File: src/rtl/epd_pkg.sv
// ---------------------------------------------------------------------------
// epd_pkg
//   Shared definitions for the EPD source-driver data path.
//   - 2bpp pixel codes driven on the source bus (4 pixels per byte,
//     pixel 0 in bits [1:0]).
//   - Feeder FSM state encoding.
//   - Byte constants and a helper for the built-in checkerboard pattern
//     (only used when EPD_TEST_PATTERN_EN is defined).
// ---------------------------------------------------------------------------
package epd_pkg;

  localparam logic [1:0] PIX_NOP   = 2'b00;
  localparam logic [1:0] PIX_BLACK = 2'b01;
  localparam logic [1:0] PIX_WHITE = 2'b10;

  // A full byte of one code: all four pixels identical.
  localparam logic [7:0] BYTE_NOP   = {4{PIX_NOP}};    // 8'h00
  localparam logic [7:0] BYTE_BLACK = {4{PIX_BLACK}};  // 8'h55
  localparam logic [7:0] BYTE_WHITE = {4{PIX_WHITE}};  // 8'hAA

  typedef enum logic [1:0] {
    IDLE      = 2'd0,
    WAIT_LINE = 2'd1,
    SHIFT     = 2'd2,
    LINE_END  = 2'd3
  } feeder_state_e;

  // Checkerboard: toggles every 8 lines and every 2 beats (8 pixels).
  function automatic logic [7:0] pattern_byte(input logic line_bit3,
                                              input logic beat_bit1);
    return (line_bit3 ^ beat_bit1) ? BYTE_BLACK : BYTE_WHITE;
  endfunction

endpackage

File: src/rtl/epd_sync_fifo.sv
// ---------------------------------------------------------------------------
// epd_sync_fifo
//   Single-clock first-word-fall-through FIFO used as the pixel prefetch
//   buffer. rd_data shows the head entry whenever empty is low; rd_en pops.
//   full and empty are registered, so a push that frees the FIFO from empty
//   becomes visible one cycle later, and a pop from a full FIFO does not
//   make room for a push in the same cycle.
//
// Ports
//   clk_25m  in   clock
//   rst      in   synchronous active-high reset (pointers/flags only)
//   wr_data  in   DATA_W  byte to store
//   wr_en    in   write request; ignored while full
//   full     out  registered full flag
//   rd_en    in   pop request; ignored while empty
//   rd_data  out  DATA_W  head of the FIFO
//   empty    out  registered empty flag
// ---------------------------------------------------------------------------
module epd_sync_fifo #(
  parameter int DATA_W = 8,
  parameter int DEPTH  = 16   // power of 2, >= 2
) (
  input  logic              clk_25m,
  input  logic              rst,
  input  logic [DATA_W-1:0] wr_data,
  input  logic              wr_en,
  output logic              full,
  input  logic              rd_en,
  output logic [DATA_W-1:0] rd_data,
  output logic              empty
);

  localparam int            AW         = $clog2(DEPTH);
  localparam logic [AW:0]   FULL_COUNT = (AW+1)'(DEPTH);

  logic [DATA_W-1:0] mem [DEPTH];
  logic [AW-1:0]     wr_ptr;
  logic [AW-1:0]     rd_ptr;
  logic [AW:0]       count;
  logic [AW:0]       count_next;
  logic              push;
  logic              pop;
  logic              full_q;
  logic              empty_q;

  assign push = wr_en && !full_q;
  assign pop  = rd_en && !empty_q;

  // NOTE: every variable written in always_comb gets a default first, so no
  // path through the block leaves it unassigned and no latch is inferred.
  always_comb begin
    count_next = count;
    unique case ({push, pop})
      2'b10:   count_next = count + 1'b1;
      2'b01:   count_next = count - 1'b1;
      default: count_next = count;
    endcase
  end

  // NOTE: state registers use non-blocking assignments so every always_ff
  // sees the pre-edge values of the others, independent of process order.
  always_ff @(posedge clk_25m) begin
    if (rst) begin
      wr_ptr  <= '0;
      rd_ptr  <= '0;
      count   <= '0;
      full_q  <= 1'b0;
      empty_q <= 1'b1;
    end else begin
      if (push) wr_ptr <= wr_ptr + 1'b1;
      if (pop)  rd_ptr <= rd_ptr + 1'b1;
      count   <= count_next;
      full_q  <= (count_next == FULL_COUNT);
      empty_q <= (count_next == '0);
    end
  end

  // NOTE: the storage array has no reset; the pointers and flags define which
  // entries are valid, and a resettable array would cost a flop per bit.
  always_ff @(posedge clk_25m) begin
    if (push) mem[wr_ptr] <= wr_data;
  end

  assign rd_data = mem[rd_ptr];
  assign full    = full_q;
  assign empty   = empty_q;

endmodule

File: src/rtl/epd_source_data_feeder.sv
// ---------------------------------------------------------------------------
// epd_source_data_feeder
//   Source-driver data stage behind the EPD frame timing controller.
//   Prefetches packed 2bpp pixel bytes into a FIFO and, on each S_Data pulse,
//   shifts one line of WIDTH/4 bytes onto D (one per clk_25m, in step with
//   XCL). Counts lines, flags underruns and overlapping S_Data pulses, and
//   pulses frame_done after the last byte of line HIGH-1.
//
//   S_Data sampled at edge t -> first byte on D after edge t+1, last byte
//   after edge t+WIDTH/4, one LINE_END cycle after that.
//
// Optional feature (macro EPD_TEST_PATTERN_EN):
//   adds input pat_en; while high, SHIFT beats output a black/white
//   checkerboard instead of FIFO data and the FIFO is left untouched.
//
// Ports
//   clk_25m     in   sole clock (same clock as XCL)
//   rst         in   synchronous active-high reset
//   S_Frame     in   frame start pulse; aborts any line in progress
//   S_Data      in   line data start pulse
//   in_data     in   8  four pixel codes, pixel 0 in [1:0]
//   in_valid    in   upstream byte valid
//   in_ready    out  FIFO can accept a byte
//   D           out  8  source-driver data bus
//   d_en        out  high while D carries line data
//   frame_done  out  1-cycle pulse after the last byte of the frame
//   underrun    out  sticky: FIFO was empty on a data beat
//   overlap     out  sticky: S_Data arrived during SHIFT
//   pat_en      in   (EPD_TEST_PATTERN_EN only) select checkerboard pattern
// ---------------------------------------------------------------------------
module epd_source_data_feeder
  import epd_pkg::*;
#(
  parameter int WIDTH      = 1200,  // pixels per line, multiple of 4
  parameter int HIGH       = 825,   // lines per frame
  parameter int FIFO_DEPTH = 16     // prefetch depth in bytes, power of 2
) (
  input  logic       clk_25m,
  input  logic       rst,
  input  logic       S_Frame,
  input  logic       S_Data,
  input  logic [7:0] in_data,
  input  logic       in_valid,
  output logic       in_ready,
  output logic [7:0] D,
  output logic       d_en,
  output logic       frame_done,
  output logic       underrun,
  output logic       overlap
`ifdef EPD_TEST_PATTERN_EN
 ,input  logic       pat_en
`endif
);

  localparam int BYTES_PER_LINE = WIDTH / 4;
  localparam int BEAT_W = (BYTES_PER_LINE > 1) ? $clog2(BYTES_PER_LINE) : 1;
  localparam int LINE_W = (HIGH > 1) ? $clog2(HIGH) : 1;

  localparam logic [BEAT_W-1:0] LAST_BEAT = BEAT_W'(BYTES_PER_LINE - 1);
  localparam logic [LINE_W-1:0] LAST_LINE = LINE_W'(HIGH - 1);

  feeder_state_e     state_q;
  logic [BEAT_W-1:0] beat_q;
  logic [LINE_W-1:0] line_q;
  logic [7:0]        d_q;
  logic              d_en_q;
  logic              frame_done_q;
  logic              underrun_q;
  logic              overlap_q;

  logic              fifo_full;
  logic              fifo_empty;
  logic [7:0]        fifo_rd_data;
  logic              fifo_pop;
  logic              pat_beat;
  logic [7:0]        beat_byte;
  logic              beat_starved;

  epd_sync_fifo #(
    .DATA_W (8),
    .DEPTH  (FIFO_DEPTH)
  ) u_fifo (
    .clk_25m (clk_25m),
    .rst     (rst),
    .wr_data (in_data),
    .wr_en   (in_valid),
    .full    (fifo_full),
    .rd_en   (fifo_pop),
    .rd_data (fifo_rd_data),
    .empty   (fifo_empty)
  );

  assign in_ready = !fifo_full;

`ifdef EPD_TEST_PATTERN_EN
  // Zero-extend so bit 3 / bit 1 exist even for tiny HIGH / WIDTH settings.
  logic [15:0] line_ext;
  logic [15:0] beat_ext;
  logic [7:0]  pat_byte;
  assign line_ext = 16'(line_q);
  assign beat_ext = 16'(beat_q);
  assign pat_byte = pattern_byte(line_ext[3], beat_ext[1]);
  assign pat_beat = pat_en;
`else
  assign pat_beat = 1'b0;
`endif

  // Byte for the current beat. A beat is only emitted in SHIFT when S_Frame
  // is not aborting the line, so the FIFO is never popped on an abort edge.
  always_comb begin
    beat_byte    = BYTE_NOP;
    fifo_pop     = 1'b0;
    beat_starved = 1'b0;
    if (state_q == SHIFT && !S_Frame) begin
      if (pat_beat) begin
`ifdef EPD_TEST_PATTERN_EN
        beat_byte = pat_byte;
`endif
      end else if (!fifo_empty) begin
        beat_byte = fifo_rd_data;
        fifo_pop  = 1'b1;
      end else begin
        beat_starved = 1'b1;
      end
    end
  end

  always_ff @(posedge clk_25m) begin
    if (rst) begin
      state_q      <= IDLE;
      beat_q       <= '0;
      line_q       <= '0;
      d_q          <= '0;
      d_en_q       <= 1'b0;
      frame_done_q <= 1'b0;
      underrun_q   <= 1'b0;
      overlap_q    <= 1'b0;
    end else begin
      d_q          <= BYTE_NOP;
      d_en_q       <= 1'b0;
      frame_done_q <= 1'b0;

      if (S_Frame) begin
        // Frame start wins over everything, including a coincident S_Data.
        state_q <= WAIT_LINE;
        line_q  <= '0;
        beat_q  <= '0;
        if (state_q != IDLE) begin
          underrun_q <= 1'b0;
          overlap_q  <= 1'b0;
        end
      end else begin
        unique case (state_q)
          IDLE: ;  // S_Data is ignored until a frame starts

          WAIT_LINE: begin
            if (S_Data) begin
              state_q <= SHIFT;
              beat_q  <= '0;
            end
          end

          SHIFT: begin
            d_q    <= beat_byte;
            d_en_q <= 1'b1;
            if (beat_starved) underrun_q <= 1'b1;
            if (S_Data)       overlap_q  <= 1'b1;
            // The beat counter advances on starved beats too, so a line
            // always lasts exactly BYTES_PER_LINE cycles.
            if (beat_q == LAST_BEAT) begin
              state_q <= LINE_END;
              beat_q  <= '0;
            end else begin
              beat_q <= beat_q + 1'b1;
            end
          end

          LINE_END: begin
            if (line_q == LAST_LINE) begin
              line_q       <= '0;
              frame_done_q <= 1'b1;
              state_q      <= IDLE;
            end else begin
              line_q  <= line_q + 1'b1;
              state_q <= WAIT_LINE;
            end
          end

          default: state_q <= IDLE;
        endcase
      end
    end
  end

  assign D          = d_q;
  assign d_en       = d_en_q;
  assign frame_done = frame_done_q;
  assign underrun   = underrun_q;
  assign overlap    = overlap_q;

endmodule
File: config.mk
export PLATFORM = sky130hd
export DESIGN_NAME = epd_source_data_feeder
export DESIGN_NICKNAME = d
export VERILOG_FILES = /design/src/rtl/epd_pkg.sv /design/src/rtl/epd_sync_fifo.sv /design/src/rtl/epd_source_data_feeder.sv
export SDC_FILE = /design/constraint.sdc
export NUM_CORES = 1
export LEC_CHECK = 0
export ABC_CLOCK_PERIOD_IN_PS = 5300
export CAP_MARGIN = 0
export CORE_MARGIN = 3
export CORE_UTILIZATION = 55
export CTS_CLUSTER_DIAMETER = 150
export CTS_CLUSTER_SIZE = 14
export DETAILED_ROUTE_END_ITERATION = 7
export GPL_TIMING_DRIVEN = 1
export PLACE_DENSITY = 0.77
export SYNTH_ARGS = -nofsm -noshare
export SYNTH_HDL_FRONTEND = slang
export SYNTH_SLANG_ARGS = --single-unit
File: constraint.sdc
create_clock -name clk_25m -period 5.3 [get_ports clk_25m]
set_clock_uncertainty 0.2 [all_clocks]
set_input_delay 1.325 -clock clk_25m [delete_from_list [all_inputs] [get_ports clk_25m]]
set_output_delay 1.325 -clock clk_25m [all_outputs]
set_load 0.01 [all_outputs]
==> summary.md <==
| Metric | Value |
|---|---|
| Status | `complete, no violations` |
| First-pass DRT Iterations | `5` |
| Clock share of power | `0.436` |
| Global-route wire length before repair | `20.5 mm` |
| CP Max Fanout | `6` |
| Arrival @ worst endpoint | `4020 ps` |
| Post-synth top flop | `edfxtp_1` |
| Power share of the combinational group | `0.030` |
| Post-Syn Area per Cell | `15.2 um2` |
| Cell Area, Synth | `7070 um2` |
| Cell with the most instances after synthesis | `edfxtp_1` |
| Fmax | `256 MHz` |
| Worst hold slack | `289 ps` |
| Syn Nets | `488` |
| Max-Cap Viols | `0` |
| Register share of total power | `0.534` |
| Antenna fix cells | `0` |
| Critical path class | `primary input to register` |
| Cells after Synth | `465` |
| Synth warnings | `0` |
| Leakage | `2.61 nW` |
| Post-route cell area | `8110 um2` |
| GRT Overall Usage | `0.191` |
| Library cells used by synthesis | `41` |
| Layout area overhead | `14.6%` |
| Die width | `119 um` |
| RSZ-0062 raised after global routing | `false` |
| Post-CTS Hold Buffers | `0` |
| Initial core utilization | `0.575` |
| Routed vias | `3785` |
| Max incr delay on CP | `570 ps` |
| Final Critical Period | `3900 ps` |
| P_int | `2.28 mW` |
| Pins Over Slew Limit | `0` |
| Total power | `2.82 mW` |
| Relative slew slack | `0.417` |
| TritonCTS clock tree | `built` |
| Per-cell routed wire length | `18.3 um` |
| Worst path top cell family by delay | `simple AND/OR/NAND/NOR gates` |
| Cell area power density | `347 nW/um2` |
| CTS H-tree depth | `4` |
| Required time of the critical path | `5410 ps` |
| Die ar. | `14300 um2` |
| Buf/Inv on CP | `1` |
| Yosys reg bits | `176` |
| Remaining DRCs | `0` |
| Final wirelength | `12.4 mm` |
| Hold Fails Final Rpt | `0` |
| Non-filler cells, final | `675` |
| Setup violators final | `0` |
| Post-DP Area | `7500 um2` |
| Top post-synthesis cells by area | `edfxtp_1, dfxtp_1, mux4_2` |
| CTS-repair resized insts | `0` |
| Tcrit/Tclk final | `0.737` |
| Crit. End Element | `register` |
| Sequential share of the synthesized area | `0.679` |
| Clock Tree Buf Depth | `2` |
| Switching Share | `0.191` |
| CTS Buf Count | `17` |
| GPL Wtd Cong | `0.791` |
| CP max-delay cell | `or4b_4` |
| Met1 wire length | `5.03 mm` |
| Synth area leader | `edfxtp_1` |
| Initial drt markers | `274` |
| Post-DP HPWL | `8.08 mm` |
| DRT antenna net count | `0` |
| Largest net degree at the start of global routing | `33` |
| Synth top area share | `0.543` |
| Post-CTS Setup Repair Bufs | `0` |
| Crit path launch type | `primary input` |
| Root Buffer | `clkbuf_16` |
| Worst-Margin Slew | `871 ps` |
| NetSw | `0.537 mW` |
| Routed length on met2 | `6.53 mm` |
| Most used cell, CP | `xor2_1` |
| Die Y | `119 um` |
| DR WL met3 | `605 um` |
| Hold crit path type | `register to register` |
| Ys async rst share | `0` |
| Vias per inst | `5.61` |
| I/O pin cnt | `26` |
| Total gr overflow | `0` |
| Clock Sinks | `176` |
| Num rows | `40` |
| Crit path cell chain | `clkdlybuf4s50_1 -> or4b_4 -> nor2_8 -> xor2_1 -> ha_1 -> nor2b_1 -> a32oi_1 -> o22ai_1 -> nand3_1 -> xor2_1 -> and4bb_1` |
| EDFF count, synth | `128` |
| Final setup TNS | `0 ps` |
| Highest Signal Layer | `met4` |
| Synth cell count leaders | `edfxtp_1, nor2_1, dfxtp_1` |
| Clock transition at the registers of the reported paths | `60 ps` |
| Port bufs | `25` |
| Post-Place Cells | `643` |
| Layout cell share with drive strength beyond 1 | `0.148` |
| Core Footprint | `12300 um2` |
| Layout fillers | `874` |
| Vias in the first global route | `4051` |
| Final nets | `517` |
| Clock Latency Late Sink | `420 ps` |
| Initial antenna violation count | `0` |
| Worst vdd ir | `0.242 mV` |
## final timing paths
| kind | from | to | slack [ps] | depth (start not counted) |
|---|---|---|---|---|
| hold / removal | beat_q[8]$_SDFFE_PP0P_ | beat_q[8]$_SDFFE_PP0P_ | 290 | 2 |
| hold reg to reg | beat_q[8]$_SDFFE_PP0P_ | beat_q[8]$_SDFFE_PP0P_ | 290 | 2 |
| setup / recovery | S_Frame | u_fifo.full$_SDFF_PP0_ | 1400 | 11 |
| setup reg to reg | state_q[1]$_SDFFE_PP0P_ | u_fifo.full$_SDFF_PP0_ | 2320 | 10 |
## registers in the layout (all words and copies together), names as in the netlist, 2 cells and up
signal / count
u_fifo.wr_ptr: 4
u_fifo.mem: 128
D: 8
state_q: 2
u_fifo.count: 5
line_q: 10
beat_q: 9
u_fifo.rd_ptr: 4
## worst register-to-register path: cells and delay by family (launching register included)
| family | cells | cell delay (ps) |
|---|---|---|
| AOI/OAI and AO/OA | 2 | 290 |
| xor gates and xnor gates | 2 | 380 |
| adders and majority gates | 1 | 220 |
| and+or+nand+nor | 5 | 1320 |
| DFF | 1 | 470 |
## layout by cell type, fill, tap and decap left out, types with 2 or more instances in the layout
cell,n
a211oi_1,16
a21oi_1,12
a22oi_1,3
buf_4,8
clkbuf_16,19
clkbuf_8,4
clkdlybuf4s50_1,25
clkinv_1,2
clkinv_2,3
dfxtp_1,47
edfxtp_1,128
ha_1,10
inv_1,10
mux2i_1,12
mux4_2,32
nand2_1,23
nand2b_1,8
nand3_1,7
nand4_1,7
nand4b_1,3
nor2_1,53
nor2b_1,12
nor3_1,5
nor4_1,2
o21ai_0,5
o22ai_1,2
or3_1,4
xnor2_1,6
xor2_1,19
## power by group through the flow
stage               Clock, mW  Sequential [mW]  Combinational [mW]
finish                   1.23             1.50              0.0845
global route             1.31             1.50              0.0954
CTS                      1.25             1.50              0.0860
detailed placement          0             1.53              0.0859
global placement            0             1.53              0.0819
floorplan                   0             1.53              0.0499
## stage by stage
stage                      util  setup WS, ps
after global routing      0.659          1150
after global placement    0.609          1110
after CTS                 0.659          1420
after detailed placement  0.609           997
after floorplan               -          1720
final                     0.659          1400
## kinds of logic (layout without fill, tap and decap cells)
logic type	count (synthesis)	count (layout)	synth area share
adders and majority gates	10	10	0.0177
buffers and inverters	34	76	0.0191
AOI/OAI and AO/OA	44	44	0.0409
DFF	176	176	0.679
and+or+nand+nor	132	132	0.0934
xor gates and xnor gates	25	25	0.0310
muxes	44	44	0.119
## cell type report
class	instances	area (um2)	share of cell area
Clock buffer	24	534	0.0659
Timing Repair Buffer	33	310	0.0383
Inverter	11	41.3	0.00509
Multi-Input combinational cell	255	2130	0.263
Sequential cell	176	4810	0.593
Clock inverter	8	71.3	0.00880
Tap cell	168	210	0.0259
## per-layer routing
layer | vias up | global-route usage
met5 | - | 0
met4 | 0 | 0.0787
met3 | 15 | 0.0513
met2 | 92 | 0.317
met1 | 1864 | 0.238
li1 | 1814 | -
No activity file was read; power rests on OpenSTA's default activity.
